<file path="src/rtl/bram_port_arbiter.sv">
// -----------------------------------------------------------------------------
// bram_port_arbiter
//
// Shares the single BRAM line port between the instruction-side and data-side
// UA_encrypt units. One transaction is in flight at a time, and the winner's
// request is latched for the whole grant. Data requests have priority, but an
// instruction request can only be passed over MAX_INST_WAIT times in a row.
// A grant that sees no mem_valid within TIMEOUT cycles is aborted: the
// requester still gets its completion pulse, with zero read data, and
// timeout_err is set.
//
// Ports
//   sys_clock, reset          clock; synchronous active-high reset
//   inst_req/write/addr/wdata instruction requester (req held until inst_valid)
//   inst_rdata, inst_valid    instruction completion (valid is a 1-cycle pulse)
//   data_req/write/addr/wdata data requester (req held until data_valid)
//   data_wenc                 write-data-is-encrypted tag
//   data_rdata(_enc), data_valid  data completion and read tag
//   mem_req/write/addr/wdata/wenc  registered request to BRAM
//   mem_rdata(_enc), mem_valid     BRAM response
//   timeout_err               sticky abort flag
//   grant_inst, grant_data    debug view of the current grant
// -----------------------------------------------------------------------------
module bram_port_arbiter #(
   parameter int ADDR_BITS     = 16,
   parameter int DATA_BITS     = 128,
   parameter int MAX_INST_WAIT = 4,
   parameter int TIMEOUT       = 64
) (
   input  logic                 sys_clock,
   input  logic                 reset,
   input  logic                 inst_req,
   input  logic                 inst_write,
   input  logic [ADDR_BITS-1:0] inst_addr,
   input  logic [DATA_BITS-1:0] inst_wdata,
   output logic [DATA_BITS-1:0] inst_rdata,
   output logic                 inst_valid,
   input  logic                 data_req,
   input  logic                 data_write,
   input  logic [ADDR_BITS-1:0] data_addr,
   input  logic [DATA_BITS-1:0] data_wdata,
   input  logic                 data_wenc,
   output logic [DATA_BITS-1:0] data_rdata,
   output logic                 data_rdata_enc,
   output logic                 data_valid,
   output logic                 mem_req,
   output logic                 mem_write,
   output logic [ADDR_BITS-1:0] mem_addr,
   output logic [DATA_BITS-1:0] mem_wdata,
   output logic                 mem_wenc,
   input  logic [DATA_BITS-1:0] mem_rdata,
   input  logic                 mem_rdata_enc,
   input  logic                 mem_valid,
   output logic                 timeout_err,
   output logic                 grant_inst,
   output logic                 grant_data
);

   localparam logic [1:0] IDLE    = 2'd0;
   localparam logic [1:0] GNT_I   = 2'd1;
   localparam logic [1:0] GNT_D   = 2'd2;
   localparam logic [1:0] RELEASE = 2'd3;

   localparam int STARVE_BITS = $clog2(MAX_INST_WAIT + 1);
   localparam int TMO_BITS    = $clog2(TIMEOUT + 1);

   localparam logic [STARVE_BITS-1:0] STARVE_MAX = STARVE_BITS'(MAX_INST_WAIT);
   localparam logic [TMO_BITS-1:0]    TMO_LAST   = TMO_BITS'(TIMEOUT - 1);

   logic [1:0]             state_reg, state_next;
   logic [STARVE_BITS-1:0] starve_reg, starve_next;
   logic [TMO_BITS-1:0]    tmo_reg, tmo_next;
   logic                   timeout_err_reg, timeout_err_next;
   logic                   mem_req_reg, mem_req_next;
   logic                   mem_write_reg, mem_write_next;
   logic [ADDR_BITS-1:0]   mem_addr_reg, mem_addr_next;
   logic [DATA_BITS-1:0]   mem_wdata_reg, mem_wdata_next;
   logic                   mem_wenc_reg, mem_wenc_next;

   // A grant finishes either on mem_valid or on the last timeout cycle.
   // mem_valid wins if both occur together. Reset suppresses the pulse so a
   // transaction being reset never reports completion.
   logic in_grant;
   logic tmo_hit;
   logic finish;
   logic [DATA_BITS-1:0] rd_value;
   logic                 rd_enc_value;
   logic [1:0]           side_valid;   // [0] instruction, [1] data

   assign in_grant     = (state_reg == GNT_I) || (state_reg == GNT_D);
   assign tmo_hit      = (tmo_reg == TMO_LAST);
   assign finish       = in_grant && !reset && (mem_valid || tmo_hit);
   assign rd_value     = mem_valid ? mem_rdata : '0;
   assign rd_enc_value = mem_valid ? mem_rdata_enc : 1'b0;
   assign side_valid   = {finish && (state_reg == GNT_D),
                          finish && (state_reg == GNT_I)};

   always_comb begin
      state_next       = state_reg;
      starve_next      = starve_reg;
      tmo_next         = tmo_reg;
      timeout_err_next = timeout_err_reg;
      mem_req_next     = mem_req_reg;
      mem_write_next   = mem_write_reg;
      mem_addr_next    = mem_addr_reg;
      mem_wdata_next   = mem_wdata_reg;
      mem_wenc_next    = mem_wenc_reg;

      case (state_reg)
         IDLE: begin
            tmo_next = '0;
            if (data_req && (!inst_req || (starve_reg < STARVE_MAX))) begin
               state_next     = GNT_D;
               starve_next    = inst_req ? starve_reg + 1'b1 : '0;
               mem_req_next   = 1'b1;
               mem_write_next = data_write;
               mem_addr_next  = data_addr;
               mem_wdata_next = data_wdata;
               mem_wenc_next  = data_wenc;
            end else if (inst_req) begin
               state_next     = GNT_I;
               starve_next    = '0;
               mem_req_next   = 1'b1;
               mem_write_next = inst_write;
               mem_addr_next  = inst_addr;
               mem_wdata_next = inst_wdata;
               mem_wenc_next  = 1'b0;
            end
         end
         GNT_I, GNT_D: begin
            if (mem_valid) begin
               state_next   = RELEASE;
               mem_req_next = 1'b0;
               tmo_next     = '0;
            end else if (tmo_hit) begin
               state_next       = RELEASE;
               mem_req_next     = 1'b0;
               tmo_next         = '0;
               timeout_err_next = 1'b1;
            end else begin
               tmo_next = tmo_reg + 1'b1;
            end
         end
         default: begin
            // RELEASE: one dead cycle so the requester has dropped req before
            // the next arbitration.
            state_next   = IDLE;
            mem_req_next = 1'b0;
            tmo_next     = '0;
         end
      endcase
   end

   always_ff @(posedge sys_clock) begin
      if (reset) begin
         state_reg       <= IDLE;
         starve_reg      <= '0;
         tmo_reg         <= '0;
         timeout_err_reg <= 1'b0;
         mem_req_reg     <= 1'b0;
         mem_write_reg   <= 1'b0;
         mem_addr_reg    <= '0;
         mem_wdata_reg   <= '0;
         mem_wenc_reg    <= 1'b0;
      end else begin
         state_reg       <= state_next;
         starve_reg      <= starve_next;
         tmo_reg         <= tmo_next;
         timeout_err_reg <= timeout_err_next;
         mem_req_reg     <= mem_req_next;
         mem_write_reg   <= mem_write_next;
         mem_addr_reg    <= mem_addr_next;
         mem_wdata_reg   <= mem_wdata_next;
         mem_wenc_reg    <= mem_wenc_next;
      end
   end

   // Per-side read data: shows the live value on the completion cycle and
   // holds it afterwards.
   genvar gi;
   generate
      for (gi = 0; gi < 2; gi++) begin : g_side
         logic [DATA_BITS-1:0] hold_reg;
         always_ff @(posedge sys_clock) begin
            if (reset) begin
               hold_reg <= '0;
            end else if (side_valid[gi]) begin
               hold_reg <= rd_value;
            end
         end
      end
   endgenerate

   logic data_enc_hold_reg;
   always_ff @(posedge sys_clock) begin
      if (reset) begin
         data_enc_hold_reg <= 1'b0;
      end else if (side_valid[1]) begin
         data_enc_hold_reg <= rd_enc_value;
      end
   end

   assign inst_valid     = side_valid[0];
   assign data_valid     = side_valid[1];
   assign inst_rdata     = side_valid[0] ? rd_value : g_side[0].hold_reg;
   assign data_rdata     = side_valid[1] ? rd_value : g_side[1].hold_reg;
   assign data_rdata_enc = side_valid[1] ? rd_enc_value : data_enc_hold_reg;

   assign mem_req     = mem_req_reg;
   assign mem_write   = mem_write_reg;
   assign mem_addr    = mem_addr_reg;
   assign mem_wdata   = mem_wdata_reg;
   assign mem_wenc    = mem_wenc_reg;
   assign timeout_err = timeout_err_reg;
   assign grant_inst  = (state_reg == GNT_I);
   assign grant_data  = (state_reg == GNT_D);

endmodule

</file>
<file path="config.mk">
export PLATFORM = sky130hd
export DESIGN_NAME = bram_port_arbiter
export DESIGN_NICKNAME = d
export VERILOG_FILES = /design/src/rtl/bram_port_arbiter.sv
export SDC_FILE = /design/constraint.sdc
export NUM_CORES = 1
export LEC_CHECK = 0
export BUFFER_PORTS_ARGS = -buffer_cell sky130_fd_sc_hd__buf_2
export CAP_MARGIN = 0
export CORE_AREA = 2 2 322 324
export CTS_BUF_LIST = sky130_fd_sc_hd__clkbuf_4 sky130_fd_sc_hd__clkbuf_8 sky130_fd_sc_hd__clkbuf_16
export CTS_CLUSTER_DIAMETER = 40
export DETAILED_ROUTE_END_ITERATION = 10
export DIE_AREA = 0 0 324 326
export PLACE_DENSITY = 0.44
export REMOVE_ABC_BUFFERS = 1
export SLEW_MARGIN = 20
export SYNTH_ARGS = -nofsm -noshare
export SYNTH_HDL_FRONTEND = slang
export SYNTH_SLANG_ARGS = --single-unit
export TNS_END_PERCENT = 30
</file>
<file path="constraint.sdc">
create_clock -name sys_clock -period 2.6 [get_ports sys_clock]
set_input_delay 0.13 -clock sys_clock [delete_from_list [all_inputs] [get_ports sys_clock]]
set_output_delay 0.13 -clock sys_clock [all_outputs]
set_load 0.005 [all_outputs]
</file>
==> results.ini <==
[routing]
drt-initial-drc-count = 1124
post_drt_wl_per_cell_um = 19.5
remaining_drc_errors = 0
vias = 21200
drt_first_pass_iters = 5
routed_wirelength_um = 98500
ant_nets = 0
routed_via_density = 4.20

[critical_path]
crit_path_cells = inv_2, ha_4, nor2b_4, buf_6, and3_4, buf_12, buf_12, buf_16, nand2_4, nand2_1, buf_2
path_buf_inv = 6
critPathArrivalTime_ps = 2550
path_depth = 11
worst_endpoint_required_time_ps = 2470
critical_path.max_stage_delay_ps = 330
crit_path_max_delay_cell_type = sky130_fd_sc_hd__dfxtp_2
timing.critical_path.mode_cell = sky130_fd_sc_hd__buf_12
cell_class_contributing_the_biggest_share_of_worst_path_delay = buffers and inverters
cell_count_of_the_worst_reg_to_reg_path = 7
worstSetupPathType = register to output port
worstSetupStartpointType = register
path_max_fanout = 6
setup.worst_path.end_class = output port

[pwr]
design_power_total_mw = 28.9
power.ir.vdd_worst_mv = 0.512
static-leakage-power_nw = 16.2
power_per_cell_area_nw_per_um2 = 865

[placement]
place.detailed.instances = 4366
globalplace.congestion = 0.801
placedInstanceArea_um2 = 23300
place_worst_setup_slack_ps = 334
port_buffers = 833
hpwlAfterDp_um = 64000

[clock_tree]
clkLatencyLatePin_ps = 640
cts.sinks = 417
cts_buffer_depth = 3
cts_root_buf = sky130_fd_sc_hd__clkbuf_16
cts_buffers = 91
cts_tree = built
clk_transition_reported_paths_ps = 40
h-tree-depth = 3

[sta]
final-max-slew-violation-count = 0
hold_viol = 0
fmax_mhz = 373
final.min_clock_period_ps = 2680
worst_slew_margin_rel = 0.293
tightest_slew_ps = 1060
setup_violations = 88
hold_slack_ps = 96.9
grt_setup_unrepaired = true
finalSetupTns_ps = -1950
worst_clock_skew_ps = 25.0
postLayoutSetupSlackWorst_ps = -79.2
post-route-period-util = 1.03

[global_route]
pin_count_of_the_biggest_net_entering_global_routing = 153
via_count_of_the_first_global_routing_pass = 20600
total_routing_usage_gr = 0.169
wire_length_of_the_first_global_routing_pass_um = 133000
antenna_found_initial = 15
grt_overflow = 0

[synth]
post_synth_mux_area_share = 0.000572
post_synthesis_compound_gate_area_fraction = 0.249
number_of_flops_mapped_to_enable_cells_by_yosys = 0
synth.top_cell.area_share = 0.477
post_synth_xor_area_fraction = 0.00200
synth.cells.most_frequent = sky130_fd_sc_hd__nand2_1, sky130_fd_sc_hd__dfxtp_1, sky130_fd_sc_hd__a21oi_1
postSynthCellCount = 2289
post-synth-top-area-cell = sky130_fd_sc_hd__dfxtp_1
async_reset_ff_frac = 0
synth-warning-count = 0
synth_simple_gate_area_frac = 0.215
synth-seq-cells = 417
post_syn_area_per_cell_um2 = 7.65
largest_family_of_logic_cells_by_synthesized_area = compound AO/OA/AOI/OAI gates
synthesis.area_um2 = 17500
ys_seq_area_frac = 0.477
post_synth_num_cell_types = 39
synth-adder-area-share = 0.00429
yosys-top-cells-area = sky130_fd_sc_hd__dfxtp_1, sky130_fd_sc_hd__nand2_1, sky130_fd_sc_hd__a21oi_1
yosysMostFrequentCell = sky130_fd_sc_hd__nand2_1
synth_flop_cell = sky130_fd_sc_hd__dfxtp_1

[flow_run]
timing.max_cap.violations = 0

[cells_and_area]
largest_reg_flops = 256
final_instance_area_um2 = 33500
finish.cell_count_without_fillers = 5053
nNetsFinal = 4028
finalCoreUtilization = 0.326
seq_area_um2 = 8350
layout.filler_cells = 10900
multiInputGateArea_um2 = 9190
layout-area-overhead-vs-synth_pct = 91.2
proportion_of_layout_cells_with_a_drive_suffix_above_1 = 0.393

[die]
core_area_um2 = 103000
row_count = 118
initial_core_util = 0.171
die-width_um = 324
die_height_um = 326
design.portCount = 834
die_area_um2 = 106000

[outcome]
violations = setup timing
outcome = complete, but fails checks

[worst_hold_path]
worstHoldPathCells = 4
hold_path.class = input port to register

## layout make-up
cell class | count | area share
diodes | 8 | 0.000598
clock buffers | 114 | 0.0754
clock inverters | 47 | 0.0175
inverters | 4 | 0.000449
multi-input cells | 1674 | 0.275
flip-flops and latches | 417 | 0.250
well taps | 1380 | 0.0516
repair buffers | 1409 | 0.330
## tightest hold or removal path, stage by stage
cell and delay (ps):
sky130_fd_sc_hd__buf_2 150, sky130_fd_sc_hd__and4b_1 220, sky130_fd_sc_hd__mux2i_1 130, sky130_fd_sc_hd__nor2_1 50
## power breakdown
part	total, mW	switching, mW	internal (mW)
combinational	9.23	4.83	4.40
clock	11.8	3.92	7.85
sequential	7.94	0.546	7.40
## logic make-up (layout without fill, tap and decap cells)
logic type,Yosys count,count (layout)
buf+inv,198,1574
simple gates,985,985
fa+ha+maj,6,6
compound gates,678,678
flops,417,417
mux,1,1
other cells,0,8
xor+xnor,4,4
## path summary, 6_finish.rpt
check                    start             end  slack (ps)
setup / recovery  state_reg[0]  inst_rdata[93]         -80
hold / removal        inst_req   starve_reg[0]         100
setup reg to reg  state_reg[1]    mem_wdata[7]         200
hold reg to reg     tmo_reg[6]      tmo_reg[6]         440
## per-layer routing
metal | vias up | global-route usage | part of all wire
li1 | 10500 | - | -
met1 | 9765 | 0.198 | 0.41
met2 | 784 | 0.277 | 0.47
met3 | 173 | 0.0523 | 0.075
met4 | 14 | 0.0870 | 0.048
met5 | - | 0 | 0.00089
## cells in the final DEF, fill, tap and decap left out, types with 101 or more instances in the layout
master | Yosys | routed
sky130_fd_sc_hd__nand2_1 | 807 | 669
sky130_fd_sc_hd__o21ai_2 | 100 | 111
sky130_fd_sc_hd__clkbuf_16 | 0 | 101
sky130_fd_sc_hd__a311oi_1 | 145 | 145
sky130_fd_sc_hd__o21ai_1 | 8 | 117
sky130_fd_sc_hd__a21oi_1 | 261 | 261
sky130_fd_sc_hd__buf_2 | 57 | 795
sky130_fd_sc_hd__dfxtp_1 | 417 | 413
sky130_fd_sc_hd__nor2_1 | 161 | 160
sky130_fd_sc_hd__dlygate4sd3_1 | 0 | 424
## what timing repair did
| action | in CTS | in global routing |
|---|---|---|
| pin swaps | 15 | 47 |
| hold buffers | 424 | 0 |
| cloned | 17 | 17 |
| setup endpoints to repair | 259 | 257 |
| buffers inserted | 43 | 21 |
| resized for setup | 196 | 297 |
| hold endpoints to repair | 409 | 0 |
No activity file was read; power rests on OpenSTA's default activity.
